**config.mk**
```make
export PLATFORM = sky130hd
export DESIGN_NAME = apb_reg_completer
export DESIGN_NICKNAME = d
export VERILOG_FILES = /design/src/rtl/apb_pkg.sv /design/src/rtl/apb_wait_counter.sv /design/src/rtl/apb_reg_completer.sv
export SDC_FILE = /design/constraint.sdc
export NUM_CORES = 1
export LEC_CHECK = 0
export ABC_AREA = 1
export BUFFER_PORTS_ARGS = -buffer_cell sky130_fd_sc_hd__clkbuf_2
export CAP_MARGIN = 20
export CORE_ASPECT_RATIO = 2
export CORE_UTILIZATION = 35
export CTS_CLUSTER_SIZE = 25
export DETAILED_ROUTE_END_ITERATION = 10
export PLACE_DENSITY = 0.63
export SLEW_MARGIN = 20
export SYNTH_ARGS = -nofsm -noshare
export SYNTH_HDL_FRONTEND = slang
export SYNTH_SLANG_ARGS = --single-unit
export TNS_END_PERCENT = 30
```
**constraint.sdc**
```tcl
create_clock -name pclk -period 2.85 [get_ports pclk]
set_input_delay 0.4275 -clock pclk [delete_from_list [all_inputs] [get_ports pclk]]
set_output_delay 0.4275 -clock pclk [all_outputs]
set_load 0.01 [all_outputs]
```
**src/rtl/apb_pkg.sv**
```systemverilog
// Shared definitions for the APB register completer: FSM state encoding and
// the constants used when deciding whether a transfer must be errored.
// Optional wait-state support is enabled with APB_REG_COMPLETER_WAIT_EN.
package apb_pkg;

    // Two-state completer FSM
    typedef enum logic [0:0] {
        ST_IDLE   = 1'b0,
        ST_ACCESS = 1'b1
    } apb_state_e;

    // The read-only register sits this many entries below NUM_REGS
    localparam int RO_INDEX_OFFSET = 1;

    // Low address bits that must be zero for a word-aligned access
    localparam logic [1:0] ALIGN_MASK = 2'b11;

endpackage

```
**src/rtl/apb_wait_counter.sv**
```systemverilog
// Wait-state down-counter for the APB completer. Loaded at SETUP, decremented
// once per ACCESS cycle; o_last flags the cycle whose decrement reaches zero,
// which is where the completer registers pready for the following cycle.
// Only instantiated when APB_REG_COMPLETER_WAIT_EN is defined.
module apb_wait_counter #(
    parameter int WIDTH = 2
) (
    input  logic             i_clk,
    input  logic             i_rst_n,
    input  logic             i_load,
    input  logic [WIDTH-1:0] i_load_val,
    input  logic             i_dec,
    output logic             o_zero,
    output logic             o_last
);

    logic [WIDTH-1:0] r_count;

    // Load takes priority; decrement saturates at zero
    always_ff @(posedge i_clk or negedge i_rst_n) begin
        if (!i_rst_n) begin
            r_count <= '0;
        end else if (i_load) begin
            r_count <= i_load_val;
        end else if (i_dec && (r_count != '0)) begin
            r_count <= r_count - 1'b1;
        end
    end

    assign o_zero = (r_count == '0);
    assign o_last = (r_count == WIDTH'(1));

endmodule

```
**src/rtl/apb_reg_completer.sv**
```systemverilog
// APB completer exposing NUM_REGS data registers; the last one is read-only
// and mirrors ro_in. pready, prdata and pslverr all come straight from flops.
// Define APB_REG_COMPLETER_WAIT_EN to insert WAIT_CYCLES wait states per
// transfer; otherwise every transfer completes in its first ACCESS cycle.
module apb_reg_completer
    import apb_pkg::*;
#(
    parameter int ADDR_WIDTH  = 32,
    parameter int DATA_WIDTH  = 32,
    parameter int NUM_REGS    = 8,
    parameter int WAIT_CYCLES = 2
) (
    input  logic                           pclk,
    input  logic                           presetn,
    input  logic [ADDR_WIDTH-1:0]          paddr,
    input  logic [2:0]                     pprot,
    input  logic                           pnse,
    input  logic                           psel,
    input  logic                           penable,
    input  logic                           pwrite,
    input  logic [DATA_WIDTH-1:0]          pwdata,
    input  logic [DATA_WIDTH/8-1:0]        pstrb,
    output logic                           pready,
    output logic [DATA_WIDTH-1:0]          prdata,
    output logic                           pslverr,
    input  logic [DATA_WIDTH-1:0]          ro_in,
    output logic [NUM_REGS*DATA_WIDTH-1:0] reg_q
);

    localparam int NUM_BYTES = DATA_WIDTH / 8;
    localparam int IDX_W     = ADDR_WIDTH - 2;
    localparam int REG_IDX_W = (NUM_REGS < 2) ? 1 : $clog2(NUM_REGS);
    localparam logic [REG_IDX_W-1:0] RO_IDX = REG_IDX_W'(NUM_REGS - RO_INDEX_OFFSET);

    apb_state_e r_state;
    apb_state_e w_state_next;

    // Transfer attributes captured at SETUP
    logic [REG_IDX_W-1:0]  r_idx;
    logic                  r_write;
    logic [DATA_WIDTH-1:0] r_wdata;
    logic [NUM_BYTES-1:0]  r_strb;
    logic                  r_err_pend;

    logic                  r_pready;
    logic                  r_pslverr;
    logic [DATA_WIDTH-1:0] r_prdata;

    // Decode of the live bus (valid during SETUP)
    logic [IDX_W-1:0]      w_addr_idx;
    logic [REG_IDX_W-1:0]  w_setup_idx;
    logic                  w_in_range;
    logic                  w_aligned;
    logic                  w_setup_err;

    // Attributes of the transfer in flight, live in IDLE, captured in ACCESS
    logic [REG_IDX_W-1:0]  w_idx_cur;
    logic                  w_write_cur;
    logic                  w_err_cur;

    logic                  w_setup;
    logic                  w_done;
    logic                  w_pready_set;
    logic                  w_commit;
    logic                  w_zero_wait;
    logic                  w_cnt_last;

    logic [DATA_WIDTH-1:0] w_regs_view [NUM_REGS];

    // Protection attributes carry no meaning for this register block
    logic w_unused_prot;
    assign w_unused_prot = ^{pprot, pnse};

    assign w_addr_idx  = paddr[ADDR_WIDTH-1:2];
    assign w_setup_idx = paddr[REG_IDX_W+1:2];
    assign w_in_range  = (w_addr_idx < IDX_W'(NUM_REGS));
    assign w_aligned   = ((paddr[1:0] & ALIGN_MASK) == 2'b00);
    assign w_setup_err = !(w_in_range && w_aligned) || (pwrite && (w_setup_idx == RO_IDX));

    assign w_idx_cur   = (r_state == ST_IDLE) ? w_setup_idx : r_idx;
    assign w_write_cur = (r_state == ST_IDLE) ? pwrite      : r_write;
    assign w_err_cur   = (r_state == ST_IDLE) ? w_setup_err : r_err_pend;

`ifdef APB_REG_COMPLETER_WAIT_EN
    localparam int CNT_W = (WAIT_CYCLES < 1) ? 1 : $clog2(WAIT_CYCLES + 1);

    logic w_cnt_zero;
    logic w_unused_cnt;

    apb_wait_counter #(
        .WIDTH (CNT_W)
    ) u_wait_counter (
        .i_clk      (pclk),
        .i_rst_n    (presetn),
        .i_load     (w_setup),
        .i_load_val (CNT_W'(WAIT_CYCLES)),
        .i_dec      (r_state == ST_ACCESS),
        .o_zero     (w_cnt_zero),
        .o_last     (w_cnt_last)
    );

    assign w_unused_cnt = w_cnt_zero;
    assign w_zero_wait  = (WAIT_CYCLES == 0);
`else
    assign w_cnt_last  = 1'b0;
    assign w_zero_wait = 1'b1;
`endif

    // FSM state register
    always_ff @(posedge pclk or negedge presetn) begin
        if (!presetn) begin
            r_state <= ST_IDLE;
        end else begin
            r_state <= w_state_next;
        end
    end

    // FSM next state: leave ACCESS on completion or when the requester drops psel
    always_comb begin
        w_state_next = r_state;
        case (r_state)
            ST_IDLE: begin
                if (psel && !penable) begin
                    w_state_next = ST_ACCESS;
                end
            end
            ST_ACCESS: begin
                if (!psel || r_pready) begin
                    w_state_next = ST_IDLE;
                end
            end
            default: w_state_next = ST_IDLE;
        endcase
    end

    // FSM outputs: SETUP accept, completion edge, and when to raise pready next cycle
    always_comb begin
        w_setup      = 1'b0;
        w_done       = 1'b0;
        w_pready_set = 1'b0;
        case (r_state)
            ST_IDLE: begin
                w_setup      = psel && !penable;
                w_pready_set = psel && !penable && w_zero_wait;
            end
            ST_ACCESS: begin
                w_done       = psel && r_pready;
                w_pready_set = psel && !r_pready && w_cnt_last;
            end
            default: ;
        endcase
    end

    assign w_commit = w_done && r_write && !r_pslverr;

    // Capture address, direction, data, strobes and error decision at SETUP
    always_ff @(posedge pclk or negedge presetn) begin
        if (!presetn) begin
            r_idx      <= '0;
            r_write    <= 1'b0;
            r_wdata    <= '0;
            r_strb     <= '0;
            r_err_pend <= 1'b0;
        end else if (w_setup) begin
            r_idx      <= w_setup_idx;
            r_write    <= pwrite;
            r_wdata    <= pwdata;
            r_strb     <= pstrb;
            r_err_pend <= w_setup_err;
        end
    end

    // Response flops: pulse pready for one cycle with matching data and error
    always_ff @(posedge pclk or negedge presetn) begin
        if (!presetn) begin
            r_pready  <= 1'b0;
            r_pslverr <= 1'b0;
            r_prdata  <= '0;
        end else begin
            r_pready  <= w_pready_set;
            r_pslverr <= w_pready_set && w_err_cur;
            r_prdata  <= (w_pready_set && !w_write_cur && !w_err_cur)
                         ? w_regs_view[w_idx_cur] : '0;
        end
    end

    genvar gi;
    generate
        for (gi = 0; gi < NUM_REGS; gi++) begin : g_reg
            if (gi == NUM_REGS - RO_INDEX_OFFSET) begin : g_ro
                assign w_regs_view[gi] = ro_in;
            end else begin : g_rw
                logic [DATA_WIDTH-1:0] r_reg;

                // Byte-masked write on the completion edge of a non-errored write
                always_ff @(posedge pclk or negedge presetn) begin
                    if (!presetn) begin
                        r_reg <= '0;
                    end else if (w_commit && (r_idx == REG_IDX_W'(gi))) begin
                        for (int b = 0; b < NUM_BYTES; b++) begin
                            if (r_strb[b]) begin
                                r_reg[b*8 +: 8] <= r_wdata[b*8 +: 8];
                            end
                        end
                    end
                end

                assign w_regs_view[gi] = r_reg;
            end
            assign reg_q[gi*DATA_WIDTH +: DATA_WIDTH] = w_regs_view[gi];
        end
    endgenerate

    assign pready  = r_pready;
    assign pslverr = r_pslverr;
    assign prdata  = r_prdata;

endmodule

```
---- Word level (Yosys, flattened, before mapping) ----
Cells that the tools add are included.
word-level totals
  flip-flop bits (word level) ............. 300
  output and inout bits ................... 290
  input bits .............................. 109
  word-level logic and storage cells ...... 115
cells by class
  reductions and logical operators ........ 54
  order comparisons ....................... 2
  bitwise operators ....................... 2
  equality and inequality tests ........... 7
  mux-type cells .......................... 13
operators with widths
  cell                 count
  $bmux 32 s3          1
  $mux 32              3
  $reduce_and 2->1     28
  $lt 30x4->1 const B  1
  $logic_and 1x1->1    16
  $eq 3x3->1 const B   4
  $eq 3x2->1 const B   2
  $logic_not 1->1      6
  $mux 1               6
  $ge 4x4->1 const B   1
  $not 3->4            1
  $pmux 1 s2           2
  $eq 3x1->1 const B   1
  $logic_not 3->1      1
  $mux 3               1
  $logic_not 2->1      1
  $logic_or 1x1->1     2
  $not 1->1            1

---- Longest topological paths before layout ----
  word-level depth ........................ 8
  depth in mapped cells ................... 11
  gate-level depth less buffers ........... 8

---- Worst setup path after synthesis ----
No wires, ideal clock.
  path kind ............................... reg2reg
  from .................................... register r_state
  to ...................................... register r_prdata[10] (netlist: prdata[10])
  clock period less this slack ............ 1598 ps
  stages on the path, launching flop included .. 10
  path slack .............................. 1252 ps
  arrival ................................. 1481 ps
  path through ............................ dfrtp_1 -> buf_6 -> nand2_1 -> clkbuf_1 -> buf_1 -> nand3_1 -> nand3_1 -> nand3_1 -> nand3_1 -> nor2_1
on the way
  word-level cells in the longest chain between the ends .. 6
  elaborated cells on any way between the ends .. 14
  classes of those cells .................. mux: 8; bitwise: 2; reduce/logical: 4
ends and longest elaborated chain
  element                                      RTL line                  RTL
  start: declaration                           apb_reg_completer.sv:35   apb_state_e r_state;
  start signal: assignment                     apb_reg_completer.sv:114  r_state <= w_state_next;
  $mux 3                                       apb_reg_completer.sv:80   assign w_idx_cur = (r_state == ST_IDLE) ? w_setup_idx : r_idx;
  $not 3->4 (implied by the code)              apb_reg_completer.sv:183  ? w_regs_view[w_idx_cur] : '0;
  $bmux 32 s3                                  apb_reg_completer.sv:183
  $mux 32 (implied by the code) (2 in series)  apb_reg_completer.sv:183
  $mux 32 *                                    apb_reg_completer.sv:183
  end signal: assignment                       apb_reg_completer.sv:182  r_prdata <= (w_pready_set && !w_write_cur && !w_err_cur)
  end: declaration                             apb_reg_completer.sv:47   logic [DATA_WIDTH-1:0] r_prdata;
Mark *: on every way between the ends. The rest lies on a longest branch, timed or not. The select of a mux whose other input is x is not followed.
A chain may end at the register's enable or synchronous reset.

---- Worst setup path in the final report ----
  from .................................... register r_state
  to ...................................... register r_prdata[27] (netlist: prdata[27])
Same word-level chain as after synthesis.

==> flow_summary.toml <==
[outcome]
status = "completed"

[synthesis]
syn_nets = 1905
synth_area_leaders = "dfrtp_1 52%, o21ai_0 11%, nand2_1 10%, nand3_1 7.9%, inv_1 5.1%"
synth_top_cell_by_area = "dfrtp_1"
synth_area_sq_um = 14500
synth_top_cell_area_share_pct = 51.5
synth_xor_area_share_pct = 0
synth_commonest_cells = "389 x nand2_1, 312 x o21ai_0, 299 x dfrtp_1, 229 x nand3_1, 199 x inv_1"
synthAdderAreaFrac_pct = 0
synth_top_family_by_area = "simple AND/OR/NAND/NOR gates"
ys_seq_area_share_pct = 51.5
synthMuxAreaShare_pct = 0
yosys.area_share.simple_pct = 25.8
async_flop_share_pct = 100
synthCells = 1796
synth_ff_type = "dfrtp_1"
synth.distinct_cells = 28
synth-compound-area-share_pct = 11.4
synth_most_common_cell = "nand2_1"
avgSynthCellArea_sq_um = 8.08
yosys_warnings = 0
synth-edff-count = 0
ys_ff_latch = 299

[flow_run]
maxCapViolations = 0

[place]
place_inst = 2621
place_congestion = 0.861
numPortBuffers = 394
place_ws_ns = 0.434
dpl.hpwl_um = 37900

[clock_tree]
clockBufferDepth = 3
cts_buffers = 28
cts_tree = "yes"
postCtsSetupBuffers = 0
cts.reportedPaths.clkPinSlew_ns = 0.07
htree_levels = 1
clk_latency_ns = 0.57
cts_root_buf = "clkbuf_16"
cts_resized = 0
clock_sinks = 299

[detailed_routing]
routedWlPerCell_um = 19.7
vias = 13356
firstDrtPassIters = 6
routed_via_density = 5.00
drcViolationCount = 0
wirelength_um = 52700
drt_iter0_drc = 854
ant_nets = 0

[floorplanning]
floorplan.initialDensity_pct = 35.4
die_area_sq_um = 42300
die_w_um = 146
die_h_um = 290
pin_count = 399
rows = 105
core_sq_um = 41000

[timing]
finalSetupTns_ns = 0
drv_slew = 0
layout_min_cycle_time_ns = 2.36
finalClockSkew_ns = 0.0254
final_hold_viol_count = 0
fin_crit_sh_pct = 82.7
slew_headroom_pct = 38.4
worst_slack_ns = 0.492
timing.fmax_mhz = 424
timing.hold.ws_ns = 0.0639
rsz0062_at_grt = "no"
setup_violations = 0
worstMarginPinSlew_ns = 0.920

[worst_setup_path]
rr_endpoint = "prdata[27]$_DFF_PN0_"
crit_type = "flip-flop to flip-flop"
r2r_start = "r_state$_DFF_PN0_"
required_ns = 3.29
cp-end-kind = "flip-flop"
critPathLaunchType = "flip-flop"
crit_path_max_fanout = 64
r2r_setup_slack_ns = 0.49
cp.arrival_ns = 2.80
reg2reg_depth = 8

[power]
ir_worst_vdd_uv = 437
design_power_total_mw = 10.7
p_leak_nw = 8.78
power_density_nw_per_um2 = 607

[global_route]
antenna_found_initial = 0
grt_max_degree = 129
grt-ovfl-total = 0
grt_pass1_wl_um = 80500
grt.total_usage_pct = 25.0
grt_pass1_vias = 12925

[min_path]
hold_start = "pwdata[24]"
hold_path.class = "input pin to flip-flop"
hold_path_end = "r_wdata[24]$_DFFE_PN0P_"
hold_depth = 3

[layout]
drive_gt1_share_pct = 24.1
seq_area_sq_um = 7480
multi_input_area_sq_um = 5450
largest_reg_flops = 224
fin_nets = 2226
syn2layout_area_growth_pct = 21.7
fillers = 4251
n_antenna_cell = 0
instances_no_fill = 2672
-- worst max path at each step --
| stage | from | to | cells after the start | slack (ns) |
|---|---|---|---|---|
| 2_1_floorplan | r_state$_DFF_PN0_ | prdata[10]$_DFF_PN0_ | 9 | 1.25 |
| 3_3_place_gp | r_state$_DFF_PN0_ | prdata[27]$_DFF_PN0_ | 9 | 0.47 |
| 3_5_place_dp | r_state$_DFF_PN0_ | prdata[23]$_DFF_PN0_ | 9 | 0.43 |
| 4_1_cts | r_state$_DFF_PN0_ | prdata[31]$_DFF_PN0_ | 9 | 0.45 |
| 5_1_grt | r_state$_DFF_PN0_ | prdata[24]$_DFF_PN0_ | 8 | 0.28 |
| 6_report | r_state$_DFF_PN0_ | prdata[27]$_DFF_PN0_ | 8 | 0.49 |
-- what timing repair did --
action / 4_1_cts / 5_1_grt
endpoints found under the hold margin: 75 / 0
setup endpoints to repair: 0 / 0
hold buffers: 1 / 0
-- cell usage in the layout, fill, tap and decap left out, types with 2 or more instances in the layout --
cell type / count
clkinvlp_4: 3
nand2_1: 385
clkbuf_8: 4
clkinv_2: 4
nand2_2: 3
nor2_1: 176
clkinv_1: 2
nor2_2: 5
o21ai_1: 12
clkbuf_1: 5
buf_12: 8
clkbuf_16: 29
nand3_4: 20
clkbuf_2: 393
nor2_4: 3
nand3_1: 229
dfrtp_1: 299
inv_1: 198
bufinv_16: 4
o21ai_4: 3
inv_2: 3
nor3_4: 2
buf_4: 24
o21ai_0: 311
-- final cells by class --
type	count	area share, %
timing repair buffer	427	13.2
clock inverter	12	0.970
multi-input combinational	1158	30.9
sequential	299	42.3
inverter	203	4.31
tap	535	3.79
clock buffer	38	4.52
-- power breakdown --
part           total, mW  leakage [nW]  internal, mW  switching, mW
Combinational       2.01          4.21         0.587           1.42
Clock               4.03         0.469          2.33           1.70
Sequential          4.68          4.10          4.47          0.209
Total               10.7          8.78          7.39           3.33
-- per-layer routing --
layer  GRT usage [%]  vias up  wire, um
met2            45.8      535     27800
met5               0        -         0
met3            2.52      102      2670
met4            11.5        0      2420
li1                -     6346         -
met1            29.1     6373     19900
-- metrics by stage --
| step | instance area, sq um | util (%) |
|---|---|---|
| 6_report | 17700 | 43.1 |
| 5_1_grt | 17700 | 43.1 |
| 4_1_cts | 17700 | 43.1 |
| 3_5_place_dp | 16700 | 40.7 |
| 3_3_place_gp | 16700 | 40.7 |
| 2_1_floorplan | 14500 | - |
-- cells by family (layout without fill, tap and decap cells) --
kind of cell | after synthesis | count (layout)
buffers and inverters | 339 | 680
DFF | 299 | 299
and+or+nand+nor | 830 | 830
AOI/OAI and AO/OA | 328 | 328
-- critical path, stage by stage, from the launching register on --
cell and delay [ns]:
dfrtp_1 0.68, inv_2 0.17, nand2_2 0.13, buf_4 0.63
nand3_1 0.13, nand3_1 0.17, nand3_1 0.12, nand3_1 0.15
nor2_1 0.05
(Power assumes the default switching activity.)
